### config.mk
export PLATFORM = sky130hd
export DESIGN_NAME = ballot_collector
export DESIGN_NICKNAME = d
export VERILOG_FILES = /design/src/rtl/ballot_collector.sv
export SDC_FILE = /design/constraint.sdc
export NUM_CORES = 1
export LEC_CHECK = 0
export ABC_AREA = 1
export CAP_MARGIN = 5
export CORE_ASPECT_RATIO = 1.25
export CORE_MARGIN = 1
export CORE_UTILIZATION = 30
export CTS_CLUSTER_DIAMETER = 30
export CTS_CLUSTER_SIZE = 8
export DETAILED_ROUTE_END_ITERATION = 8
export GPL_TIMING_DRIVEN = 0
export SETUP_SLACK_MARGIN = 0.02
export SLEW_MARGIN = 25
export SYNTH_ARGS = -nofsm -noshare
export SYNTH_HDL_FRONTEND = slang
export SYNTH_SLANG_ARGS = --single-unit
### constraint.sdc
create_clock -name clk -period 1.7 [get_ports clk]
set_clock_uncertainty 0.05 [all_clocks]
set_input_delay 0.34 -clock clk [delete_from_list [all_inputs] [get_ports clk]]
set_output_delay 0.34 -clock clk [all_outputs]
set_load 0.02 [all_outputs]
### src/rtl/ballot_collector.sv
// -----------------------------------------------------------------------------
// ballot_collector
//
// Sequential front end for the combinational vote evaluator. It takes one
// ballot per valid/ready handshake and rejects malformed or duplicate ballots.
// It builds the normal (32-bit), VIP (8-bit) and VVIP (1-bit) yes bitmaps and
// keeps the weighted tally and pass flag up to date one ballot at a time.
// On close, the frozen result is offered downstream with a valid/ready pair.
//
// Ports
//   clk           in   rising-edge clock
//   rst_n         in   asynchronous, active-low reset
//   open          in   start a session (IDLE only)
//   close         in   end the session (COLLECT only)
//   ballot_valid  in   ballot offered
//   ballot_ready  out  ballot accepted this cycle if valid (COLLECT only)
//   ballot_class  in   0 normal, 1 VIP, 2 VVIP, 3 illegal
//   ballot_id     in   voter index within class
//   ballot_yes    in   1 = yes, 0 = no
//   np            out  normal-voter yes bitmap
//   vip           out  VIP yes bitmap
//   vvip          out  VVIP yes
//   tally         out  weighted yes count
//   pass          out  tally >= PASS_TH
//   voted         out  accepted ballots this session
//   err           out  one-cycle pulse per rejected ballot
//   out_valid     out  result frozen and offered
//   out_ready     in   downstream takes the result
// -----------------------------------------------------------------------------
module ballot_collector #(
   parameter int W_NP    = 1,
   parameter int W_VIP   = 4,
   parameter int W_VVIP  = 16,
   parameter int PASS_TH = 41
) (
   input  logic        clk,
   input  logic        rst_n,
   input  logic        open,
   input  logic        close,
   input  logic        ballot_valid,
   output logic        ballot_ready,
   input  logic [1:0]  ballot_class,
   input  logic [4:0]  ballot_id,
   input  logic        ballot_yes,
   output logic [31:0] np,
   output logic [7:0]  vip,
   output logic        vvip,
   output logic [6:0]  tally,
   output logic        pass,
   output logic [5:0]  voted,
   output logic        err,
   output logic        out_valid,
   input  logic        out_ready
);

   typedef enum logic [1:0] {
      S_IDLE    = 2'd0,
      S_COLLECT = 2'd1,
      S_PRESENT = 2'd2
   } state_t;

   state_t      r_state;
   logic        r_ballot_ready;
   logic [40:0] r_seen;      // [31:0] normal, [39:32] VIP, [40] VVIP
   logic [31:0] r_np;
   logic [7:0]  r_vip;
   logic        r_vvip;
   logic [6:0]  r_tally;
   logic        r_pass;
   logic [5:0]  r_voted;
   logic        r_err;
   logic        r_out_valid;

   logic        w_legal;
   logic [5:0]  w_idx;
   logic [6:0]  w_weight;
   logic        w_hs;
   logic        w_dup;
   logic        w_accept;
   logic        w_reject;
   logic [6:0]  w_tally_nxt;

   // Ballot decode: legality, position in the seen-bitmap and class weight.
   always_comb begin
      w_legal  = 1'b0;
      w_idx    = 6'd0;
      w_weight = 7'd0;
      case (ballot_class)
         2'd0: begin
            w_legal  = 1'b1;
            w_idx    = {1'b0, ballot_id};
            w_weight = 7'(W_NP);
         end
         2'd1: begin
            w_legal  = (ballot_id < 5'd8);
            w_idx    = 6'd32 + {3'd0, ballot_id[2:0]};
            w_weight = 7'(W_VIP);
         end
         2'd2: begin
            w_legal  = (ballot_id == 5'd0);
            w_idx    = 6'd40;
            w_weight = 7'(W_VVIP);
         end
         default: begin
            w_legal  = 1'b0;
         end
      endcase
   end

   // ballot_ready is high exactly in COLLECT, so the handshake implies COLLECT.
   // Illegal ballots may alias a valid seen position, but they are rejected on
   // legality first, so the aliasing does no harm.
   assign w_hs        = ballot_valid & r_ballot_ready;
   assign w_dup       = r_seen[w_idx];
   assign w_accept    = w_hs & w_legal & ~w_dup;
   assign w_reject    = w_hs & ~(w_legal & ~w_dup);
   assign w_tally_nxt = r_tally + (ballot_yes ? w_weight : 7'd0);

   always_ff @(posedge clk or negedge rst_n) begin
      if (!rst_n) begin
         r_state        <= S_IDLE;
         r_ballot_ready <= 1'b0;
         r_seen         <= '0;
         r_np           <= '0;
         r_vip          <= '0;
         r_vvip         <= 1'b0;
         r_tally        <= '0;
         r_pass         <= 1'b0;
         r_voted        <= '0;
         r_err          <= 1'b0;
         r_out_valid    <= 1'b0;
      end else begin
         r_err <= 1'b0;
         case (r_state)
            S_IDLE: begin
               // open wins over a simultaneous close, which is ignored here.
               if (open) begin
                  r_seen         <= '0;
                  r_np           <= '0;
                  r_vip          <= '0;
                  r_vvip         <= 1'b0;
                  r_tally        <= '0;
                  r_pass         <= 1'b0;
                  r_voted        <= '0;
                  r_ballot_ready <= 1'b1;
                  r_state        <= S_COLLECT;
               end
            end

            S_COLLECT: begin
               // A ballot handshaked together with close is still counted.
               if (w_accept) begin
                  r_seen[w_idx] <= 1'b1;
                  r_voted       <= r_voted + 6'd1;
                  if (ballot_yes) begin
                     r_tally <= w_tally_nxt;
                     r_pass  <= (w_tally_nxt >= 7'(PASS_TH));
                     case (ballot_class)
                        2'd0:    r_np[ballot_id]       <= 1'b1;
                        2'd1:    r_vip[ballot_id[2:0]] <= 1'b1;
                        default: r_vvip                <= 1'b1;
                     endcase
                  end
               end
               if (w_reject) begin
                  r_err <= 1'b1;
               end
               if (close) begin
                  r_ballot_ready <= 1'b0;
                  r_out_valid    <= 1'b1;
                  r_state        <= S_PRESENT;
               end
            end

            S_PRESENT: begin
               if (out_ready) begin
                  r_out_valid <= 1'b0;
                  r_state     <= S_IDLE;
               end
            end

            default: begin
               r_ballot_ready <= 1'b0;
               r_out_valid    <= 1'b0;
               r_state        <= S_IDLE;
            end
         endcase
      end
   end

   assign ballot_ready = r_ballot_ready;
   assign np           = r_np;
   assign vip          = r_vip;
   assign vvip         = r_vvip;
   assign tally        = r_tally;
   assign pass         = r_pass;
   assign voted        = r_voted;
   assign err          = r_err;
   assign out_valid    = r_out_valid;

endmodule

==> flow_metrics.py <==
metrics = {
    "outcome": {
        "run_status": "finished with violations",
        "violations": "negative setup slack",
    },
    "worst_hold_path": {
        "hp-class": "in2async",
    },
    "power": {
        "leakage_uw": 0.003800,
        "pwr_density_cell_mw_per_mm2": 1006,
        "peakVddDrop_v": 0.0005234,
    },
    "route": {
        "drc": 0,
        "drt_wl_total_mm": 17.80,
        "postRouteAntennaNets": 0,
        "via_per_inst": 5.081,
        "num_vias": 5594,
        "wl_per_cell_um": 16.17,
        "initialDrtViolationCount": 388,
        "firstDrtPassIters": 6,
    },
    "synth": {
        "synth.net_count": 777,
        "async_reset_ff_share_pct": 100.0,
        "synth_common_cells": "229 x nand2_1, 101 x dfrtp_1, 90 x nand3_1, 76 x nor2_1, 53 x inv_1",
        "synth_most_common_cell": "nand2_1",
        "syn-cell-area_mm2": 0.005549,
        "ys_types": 28,
        "netlist_instances": 753,
        "synth_area_leaders": "dfrtp_1 46%, nand2_1 15%, nand3_1 8.1%, nor2_1 5.1%, o21bai_1 4.3%",
        "synth_top_cell_area_share_pct": 45.55,
        "synth_edf_count": 0,
        "yosysSeqAreaShare_pct": 45.55,
        "syn_area_per_cell_um2": 7.369,
        "ys_ff_latch": 101,
        "synth_ff_type": "dfrtp_1",
        "synth_top_cell_by_area": "dfrtp_1",
        "ys_warn_count": 0,
    },
    "place": {
        "place.gp.congestion": 0.9136,
        "port_buffers": 70,
        "pre_cts_ws_ns": -2.091,
        "place_inst": 1052,
        "hpwl_mm": 11.95,
    },
    "floorplanning": {
        "die_h_um": 154.1,
        "core_area_mm2": 0.01810,
        "ios": 72,
        "fp.dieW_um": 123.6,
        "die_area_mm2": 0.01905,
        "initial_core_util_pct": 30.66,
        "row_count": 55,
    },
    "timing": {
        "maxSlewHeadroom_pct": 44.28,
        "tightest_slew_ns": 0.8358,
        "period_needed_ns": 2.101,
        "holdWs_ns": 0.4197,
        "setup_viol": 97,
        "setup_tns_ns": -31.26,
        "slew_viol_final": 0,
        "hold_viol_final": 0,
        "fin_crit_sh_pct": 123.6,
        "rsz0062_at_grt": "yes",
        "setup_slack_ns": -0.4006,
        "fmax_ghz": 0.4761,
    },
    "finish": {
        "antenna_cells": 0,
        "final_layout_size_suffix_gt1_share_pct": 19.82,
        "final_core_util_pct": 42.46,
        "finish.net_count": 892,
        "fin_cells": 1101,
        "area_delta_synth_final_pct": 38.49,
    },
    "global_routing": {
        "grt_max_degree": 59,
        "grt_pass1_vias": 5397,
        "grt.overflow.total": 0,
        "grt.total_usage_pct": 19.54,
        "antenna_found_initial": 0,
        "grt_pass1_wl_mm": 28.37,
    },
    "clock_network": {
        "cts_buffers": 9,
        "path_clk_slew_ns": 0.08,
        "clockBufferDepth": 2,
        "cts_tree": "done",
        "cts_sinks": 101,
        "cts_root_buf": "clkbuf_16",
        "clkLatencyLatePin_ns": 0.37,
        "htree_levels": 3,
    },
    "setup_path": {
        "crit_path_end_kind": "flip-flop",
        "critPathLaunchType": "input pin",
        "cp_data_required_time_ns": 1.92,
        "regToRegSetupSlack_ns": -0.36,
        "crit_type": "in2reg",
        "worstPathMaxFanout": 10,
        "arrival_ns": 2.32,
    },
    "job": {
        "cap_violations": 0,
    },
}
==> per-layer routing <==
metal	GRT usage [%]	routed length [µm]
met4	8.491	561
met2	31.16	8551
met3	3.895	983
met1	25.31	7706
met5	0	0
==> flip-flops by register name (all words and copies together), names as in the netlist <==
register,cells
ballot_ready,1
err,1
np,32
out_valid,1
pass,1
r_seen,41
r_state,2
tally,7
vip,8
voted,6
vvip,1
==> area by class of cell <==
type                    instances  area (µm²)
fillers                      1834       10410
multi-input cells             567        3129
flip-flops and latches        101        2527
repair buffers                104       968.4
well taps                     228       285.3
plain buffers                  30       244.0
clock buffers                  10       239.0
inverters                      55       226.5
clock inverters                 6       65.06
==> report_power, final <==
part           total [µW]  switching, µW  internal (µW)
clock network        2130           1050           1080
logic                2880           1880            997
registers            2720            145           2570
total                7730           3080           4650
==> per-stage QoR <==
stage                     total power (µW)  area (µm²)
after floorplan                       4228        5733
after global placement                5088        6719
after detailed placement              5106        6748
after CTS                             7665        7513
after global routing                  8129        7685
final                                 7729        7685
==> final timing paths <==
path | from | end | depth (start not counted)
max | ballot_class[1] | np[8] | 17
min | rst_n | r_seen[2] | 2
max reg2reg | r_seen[1] | np[8] | 13
min reg2reg | pass | pass | 2
max in group asynchronous | rst_n | r_seen[37] | 3
min in group clk | pass | pass | 2
==> placed cells by master (no fill, tap or decap), types with 9 or more instances in the layout <==
cell             n
nand3_1         56
buf_6           18
nor2_1          66
inv_1           46
o21ai_1         39
dlygate4sd2_1   59
dfrtp_1        101
o21bai_1        32
a21oi_1         12
o21ai_0         34
nand2_1        217
buf_4           30
clkbuf_16        9
clkbuf_1         9
nand3_2         31
==> worst max-delay path, stage by stage <==
cell     delay [ns]
buf_16         0.12
inv_16         0.06
buf_12         0.10
ha_4           0.15
nand2_4        0.07
o21ai_4        0.23
nand3_2        0.09
nor2_2         0.13
nand2_1        0.08
nand3_2        0.08
nand2_2        0.07
o21ai_4        0.14
buf_6          0.14
nand3_4        0.17
buf_6          0.21
nand3_1        0.07
nand2_1        0.06
==> logic make-up (layout without fill, tap and decap cells) <==
logic type,Yosys count,after routing,synth area share [%]
AND/OR/NAND/NOR,419,419,31.52
buffers and inverters,85,205,6.111
XOR/XNOR,5,5,0.7891
adder cells (fa/ha/maj),10,10,2.255
AO/OA/AOI/OAI,133,133,13.78
flip-flops,101,101,45.55
==> what timing repair did <==
item,in CTS,in global routing
hold buffers,1,0
pin swaps,24,19
gates resized for setup,147,52
hold endpoints to repair,43,0
endpoints found under the setup margin,156,97
buffers inserted,26,2
cloned,4,0
(Power assumes the default switching activity.)
==> patch, RTL diff (same settings) <==
Re-encode `state_t` (3 states) as one-hot, 3 bits wide.
--- a/src/rtl/ballot_collector.sv
+++ b/src/rtl/ballot_collector.sv
@@ -55,6 +55,6 @@
 
-   typedef enum logic [1:0] {
-      S_IDLE    = 2'd0,
-      S_COLLECT = 2'd1,
-      S_PRESENT = 2'd2
+   typedef enum logic [2:0] {
+      S_IDLE    = 3'b001,
+      S_COLLECT = 3'b010,
+      S_PRESENT = 3'b100
    } state_t;
Check against the original RTL: no difference found for any inputs over 4 cycles, from zero or initial values and one cycle with rst_n low; so few cycles prove little.
==> patch against the original RTL <==
  * Sequential share of layout area decreased by 1.4 points
  * First-iteration DRC count decreased by 10%
  * Highest routed layer unchanged
  * Combinational power increased by 100%
  * Core utilization decreased by 0.63 points
  * Synthesized area increased by 7.1%
  * Hold slack got worse by 0.029 ns
  * Power increased by 37%
  * Critical path type unchanged
  * Sequential cell count increased by 1
  * Routed wire length increased by 8.2%
  * Cell area increased by 5.6%
  * Worst setup slack got worse by 0.23 ns
  * The run still ends with setup timing left
==> patch: results (changes against the original RTL) <==
status=finished with violations (unchanged); failing checks=setup timing (unchanged); Net Count, Synth=860 (was 777); Worst path slowest cell=o21ai_2 (was o21ai_4); first-pass GRT wire length=31,700 microns (was 28,400 microns); Worst IR Drop VDD=0.810 mV (was 0.523 mV); Int Pwr=6020 uW (was 4650 uW); non-clk buf share=18.5% (was 15.8%); RD Place Congestion=0.898 (was 0.914); fillcell total=2,018 (was 1,834); vias=6,033 (was 5,594); Final WS setup=-0.626 ns (was -0.401 ns); WL met3=1050 microns (was 983 microns); Netlist cell types=31 (was 28); met2 usage=32.6% (was 31.2%); Slew @ Worst Pin=0.770 ns (was 0.836 ns); multi-input gates=641 (was 567); total track usage=19.8% (was 19.5%); layout cell share with drive strength beyond 1=17.4% (was 19.8%); clock buffers=9 (was 10); Signal buffers=148 (was 134); pre-CTS setup slack=-1.73 ns (was -2.09 ns); wire per inst=15.8 microns (was 16.2 microns); met3 Use GR=3.33% (was 3.89%); Leak Pwr=0.00405 uW (was 0.00380 uW); setup bufs post-CTS=27 (was 26); adder-cell share of the synthesized area=2.32% (was 2.25%); top post-synthesis cells by area=dfrtp_1 (43%), nand2_1 (17%), nor2_1 (7.1%) (was dfrtp_1 (46%), nand2_1 (15%), nand3_1 (8.1%)); Seq/Total Area, Yosys=43.0% (was 45.5%); Final Setup Violations=97 (unchanged); TNS Setup=-56.31 ns (was -31.26 ns); Area after DPL=7120 sq um (was 6750 sq um); FF/Latch Area=2550 sq um (was 2530 sq um); Synth Area per Inst=7.11 sq um (was 7.37 sq um); area of the multi-input gates=3240 sq um (was 3130 sq um); WL met1=8090 microns (was 7710 microns); cts repair resizes=167 (was 147); WP data arrival=2.54 ns (was 2.32 ns); DRT Pass-1 Iters=7 (was 6); total wire length=19,300 microns (was 17,800 microns); post-synthesis compound-gate area fraction=12.4% (was 13.8%)
[patch: cell count changes in the layout (fill, tap and decap cells not counted), moves of 7 or more]
cell	unedited run	this run
buf_4	30	23
nand3_2	31	4
a21oi_1	12	41
nand4_1	5	50
nand2_1	217	245
nor2_1	66	107
buf_8	1	9
nand2_2	8	31
o21bai_1	32	1
nand3_1	56	24
[patch: path summary, 6_finish.rpt]
path	end	slack (ns)	cells past startpoint
hold reg to reg	out_valid	0.44	2
hold / removal	np[3]	0.39	2
setup / recovery	pass	-0.63	20
max in group asynchronous	voted[5]	0.53	3
setup reg to reg	vip[7]	-0.46	6
min in group clk	out_valid	0.44	2
[patch: power groups by stage]
stage	sequential [uW]	clock (uW)	combinational, uW
finish	2770	2100	5750
global route	2810	2220	6150
CTS	2770	2130	5480
detailed placement	2820	0	3990
global placement	2820	0	4000
floorplan	2940	0	2510
